--- config.mk ---
export PLATFORM = sky130hd
export DESIGN_NAME = dual_ram_arbiter
export DESIGN_NICKNAME = d
export VERILOG_FILES = /design/src/rtl/dual_ram_arbiter.sv
export SDC_FILE = /design/constraint.sdc
export NUM_CORES = 1
export LEC_CHECK = 0
export BUFFER_PORTS_ARGS = -buffer_cell sky130_fd_sc_hd__buf_4
export CAP_MARGIN = 5
export CORE_AREA = 5 5 49 51
export DETAILED_ROUTE_END_ITERATION = 8
export DIE_AREA = 0 0 54 56
export GPL_TIMING_DRIVEN = 0
export PLACE_DENSITY = 0.82
export SETUP_SLACK_MARGIN = 0.4
export SYNTH_ARGS = -nofsm -noshare
export SYNTH_HDL_FRONTEND = slang
export SYNTH_SLANG_ARGS = --single-unit
--- constraint.sdc ---
create_clock -name clk -period 1.45 [get_ports clk]
set_clock_uncertainty 0.1 [all_clocks]
set_input_delay 0.145 -clock clk [delete_from_list [all_inputs] [get_ports clk]]
set_output_delay 0.145 -clock clk [all_outputs]
set_load 0.05 [all_outputs]
--- src/rtl/dual_ram_arbiter.sv ---
// rtl/dual_ram_arbiter.sv - two-client round-robin arbiter in front of a dual-port RAM
//
// Purpose: independent round-robin arbitration of the write port and the read
// port of one dual-port RAM between two client engines. One write and one read
// may issue per cycle. Read data (1-cycle RAM latency) is returned with a
// registered one-hot rd_valid naming its owner.
//
// Ports:
//   clk, reset                  rising-edge clock, synchronous active-high reset
//   wr_req/wr_addr/wr_data      per-client write request, packed client i at slice i
//   wr_gnt                      one-hot write grant (combinational)
//   rd_req/rd_addr              per-client read request, packed like wr_addr
//   rd_gnt                      one-hot read grant (combinational)
//   rd_valid, rd_data           read return, rd_valid registered one-hot owner
//   ram_write/ram_wr_addr/ram_data_in   RAM write port
//   ram_read/ram_rd_addr/ram_data_out   RAM read port (data valid 1 cycle after read)
//
// Configuration: define RAM_BYPASS_EN to return the newly written data when a
// write and a read hit the same address in the same cycle (default: old data).

module dual_ram_arbiter #(
  parameter int RAM_WIDTH = 8,
  parameter int ADDR_SIZE = 4
) (
  input  logic                   clk,
  input  logic                   reset,
  input  logic [1:0]             wr_req,
  input  logic [2*ADDR_SIZE-1:0] wr_addr,
  input  logic [2*RAM_WIDTH-1:0] wr_data,
  output logic [1:0]             wr_gnt,
  input  logic [1:0]             rd_req,
  input  logic [2*ADDR_SIZE-1:0] rd_addr,
  output logic [1:0]             rd_gnt,
  output logic [1:0]             rd_valid,
  output logic [RAM_WIDTH-1:0]   rd_data,
  output logic                   ram_write,
  output logic [ADDR_SIZE-1:0]   ram_wr_addr,
  output logic [RAM_WIDTH-1:0]   ram_data_in,
  output logic                   ram_read,
  output logic [ADDR_SIZE-1:0]   ram_rd_addr,
  input  logic [RAM_WIDTH-1:0]   ram_data_out
);

  // Pointer names the client favoured when both request.
  logic wr_pri;
  logic rd_pri;

  function automatic logic [1:0] rr_pick(input logic [1:0] req, input logic pri);
    if (req == 2'b11) rr_pick = pri ? 2'b10 : 2'b01;
    else              rr_pick = req;
  endfunction

  // Grants are forced low while reset is asserted so nothing reaches the RAM.
  always_comb begin
    wr_gnt = 2'b00;
    rd_gnt = 2'b00;
    if (!reset) begin
      wr_gnt = rr_pick(wr_req, wr_pri);
      rd_gnt = rr_pick(rd_req, rd_pri);
    end
  end

  // With no grant the muxes fall through to client 0.
  assign ram_write   = |wr_gnt;
  assign ram_wr_addr = wr_gnt[1] ? wr_addr[ADDR_SIZE +: ADDR_SIZE] : wr_addr[0 +: ADDR_SIZE];
  assign ram_data_in = wr_gnt[1] ? wr_data[RAM_WIDTH +: RAM_WIDTH] : wr_data[0 +: RAM_WIDTH];
  assign ram_read    = |rd_gnt;
  assign ram_rd_addr = rd_gnt[1] ? rd_addr[ADDR_SIZE +: ADDR_SIZE] : rd_addr[0 +: ADDR_SIZE];

  always_ff @(posedge clk) begin
    if (reset) begin
      wr_pri   <= 1'b0;
      rd_pri   <= 1'b0;
      rd_valid <= 2'b00;
    end else begin
      // After serving client i the other client becomes favoured.
      if (wr_gnt[0])      wr_pri <= 1'b1;
      else if (wr_gnt[1]) wr_pri <= 1'b0;
      if (rd_gnt[0])      rd_pri <= 1'b1;
      else if (rd_gnt[1]) rd_pri <= 1'b0;
      rd_valid <= rd_gnt;
    end
  end

`ifdef RAM_BYPASS_EN
  // The RAM returns old contents on a same-address collision; capture the
  // written value so the read sees the new data instead.
  logic                 byp_hit;
  logic [RAM_WIDTH-1:0] byp_data;

  always_ff @(posedge clk) begin
    if (reset) begin
      byp_hit  <= 1'b0;
      byp_data <= '0;
    end else begin
      byp_hit  <= ram_write & ram_read & (ram_wr_addr == ram_rd_addr);
      byp_data <= ram_data_in;
    end
  end

  assign rd_data = byp_hit ? byp_data : ram_data_out;
`else
  assign rd_data = ram_data_out;
`endif

endmodule

==> qor.yml <==
synthesis:
  syn_nets: 96
  ys_seq_area_share_pct: 16.1
  syn_inst: 50
  syn_area_um2: 498
  ys_ff_latch: 4
  yosysWarnings: 0
  syn_area_per_cell_um2: 9.96
  synthDistinctLibCells: 13
placement:
  dp_slack_ns: -0.0752
  place_area_um2: 1100
  dp.cells: 145
  dp_hpwl_um: 1820
  portBuffers: 68
  gp_congestion: 0.636
layout:
  post-route-util_pct: 70.9
  finish.instance_area_um2: 1350
  antenna_cells: 0
  area_growth_pct: 171
  nets: 180
  final_cells: 159
  drive_gt1_share_pct: 90.9
setup_path:
  worstSetupPathType: "reg2out"
  startpoint_type: "flop"
  cpMaxStageDelayCell: "dfxtp_2"
  crit_arrival_ns: 1.46
  worstPathRequired_ns: 1.21
  critPathMaxStageDelay_ns: 0.32
  crit_path_end_kind: "primary output"
  crit_path_cell_trace: "nand2b_4 -> nand3b_4 -> buf_16 -> mux2_4 -> buf_6"
  cp_max_fo: 5
cts:
  max-clock-path-buffers: 2
  clk_pin_slew_worst_paths_ns: 0.04
  cts_sinks: 4
  cts_root_buffer: "clkbuf_4"
  cts_tree: "built"
  insertion_delay_ns: 0.25
  cts_buffers: 3
  h-tree-depth: 1
pwr:
  seqPwrFrac_pct: 13.7
  p_leak_nw: 0.755
  peakVddDrop_mv: 0.532
  internal_power_mw: 0.505
  p_clk_share_pct: 16.9
  switching_share_pct: 43.3
  power_density_nw_per_um2: 660
  p_sw_mw: 0.386
  p_total_mw: 0.890
  pwr-share-comb_pct: 69.4
status:
  violations: "setup timing"
  status: "finished with violations"
drt:
  detail_route.first_pass.iterations: 2
  via_per_inst: 4.43
  routedWlPerCell_um: 16.5
  ant_nets: 0
  via_count: 704
  drc: 0
  drt-initial-drc-count: 4
  drt-total-wl_um: 2620
die:
  start_util_pct: 26.2
  rows: 16
  die_w_um: 54
  core_um2: 1900
  die_h_um: 56
  die_area_um2: 3020
  ios: 78
global_route:
  antenna_found_initial: 0
  grt_pass1_wl_um: 3800
  track_usage_pct: 17.1
  grt_max_degree: 10
  grt_pass1_vias: 804
  grt_overflow_total: 0
timing:
  fin_crit_sh_pct: 118
  final_hold_viol_count: 0
  slew_violations: 0
  fin_crit_ns: 1.71
  setup_violations: 18
  max_freq_mhz: 585
  rsz0062_at_grt: "true"
  relSlewSlack_pct: 79.3
  tightest_slew_ns: 0.310
  fin_ws_ns: -0.258
job:
  drv_cap: 0
worst_hold_path:
  hold_path_class: "in2reg"
## logic make-up after synthesis
group | Yosys count | synth area share, %
buffers and inverters | 15 | 20.4
DFF | 4 | 16.1
and+or+nand+nor | 10 | 14.1
muxes | 16 | 43.0
AOI/OAI and AO/OA | 5 | 6.53
## stage by stage
| step | hold WS (ns) | TNS (ns) |
|---|---|---|
| after floorplan | 0.145 | 0 |
| after global placement | 0.260 | -0.638 |
| after detailed placement | 0.266 | -0.833 |
| after CTS | 0.00113 | -4.04 |
| after global routing | 0.0135 | -5.21 |
| final | 0.00689 | -4.20 |
## final timing paths
check / start / to / slack (ns) / cells past startpoint
min: reset / rd_pri$_SDFFE_PP0P_ / 0.007 / 2
max: wr_pri$_SDFFE_PP0P_ / ram_data_in[3] / -0.26 / 5
min reg2reg: rd_pri$_SDFFE_PP0P_ / rd_valid[0]$_SDFF_PP0_ / 0.46 / 2
max reg2reg: rd_pri$_SDFFE_PP0P_ / rd_valid[1]$_SDFF_PP0_ / 0.34 / 4
## layout by cell type, fill, tap and decap left out, drive strengths merged
| master | instances |
|---|---|
| a211oi | 3 |
| nand2b | 4 |
| a21oi | 2 |
| nor2 | 4 |
| buf | 89 |
| mux2 | 16 |
| dfxtp | 4 |
| nand3b | 2 |
| inv | 5 |
| clkbuf | 3 |
## cells in the mapped netlist
master	n	area [um^2]
a211oi_1	3	22.5
a21oi_1	2	10.0
buf_4	8	60.1
buf_6	2	22.5
dfxtp_1	4	80.1
inv_1	5	18.8
mux2_2	7	78.8
mux2_4	9	135
nand2b_1	3	18.8
nand2b_2	1	8.76
nand3b_1	1	7.51
nand3b_4	1	20.0
nor2_1	4	15.0
## repair_timing
item                                    4_1_cts  5_1_grt
hold buffers                                  0        0
endpoints found under the hold margin         0        0
cloned                                        1        0
endpoints found under the setup margin       20       21
setup buffers                                 7        3
pin swaps                                     2        1
resized for setup                            31        5
## cell type report
cell class | count | area (um^2)
Buffer | 10 | 91.3
Clock buffer | 3 | 22.5
Fill cell | 142 | 553
Inverter | 5 | 18.8
Multi-Input combinational cell | 31 | 378
Sequential cell | 4 | 82.6
Tap cell | 27 | 33.8
Timing Repair Buffer | 79 | 722
## sequential cells by signal, summed over array words and instances, names as in the netlist
name      count
rd_valid      2
wr_pri        1
rd_pri        1
## routing by layer
layer	global-route usage [%]	routed length, um	part of all wire (%)	vias up
li1	-	-	-	325
met1	14.7	803	31	306
met2	31.0	1240	47	66
met3	8.31	486	19	7
met4	8.54	86	3.3	0
met5	0	0	0	-
## critical path, delay by kind of cell (launching register included)
family | cells | cell delay, ns
buf+inv | 2 | 0.32
flops | 1 | 0.32
mux | 1 | 0.30
simple gates | 2 | 0.26
## power by group through the flow
stage               combinational, mW  sequential, mW  clock (mW)
global placement                0.516           0.126           0
CTS                             0.598           0.122       0.156
floorplan                       0.333           0.136           0
detailed placement              0.522           0.127           0
finish                          0.618           0.122       0.151
global route                    0.642           0.123       0.162
Note: power is estimated with default switching activity, not from simulation.
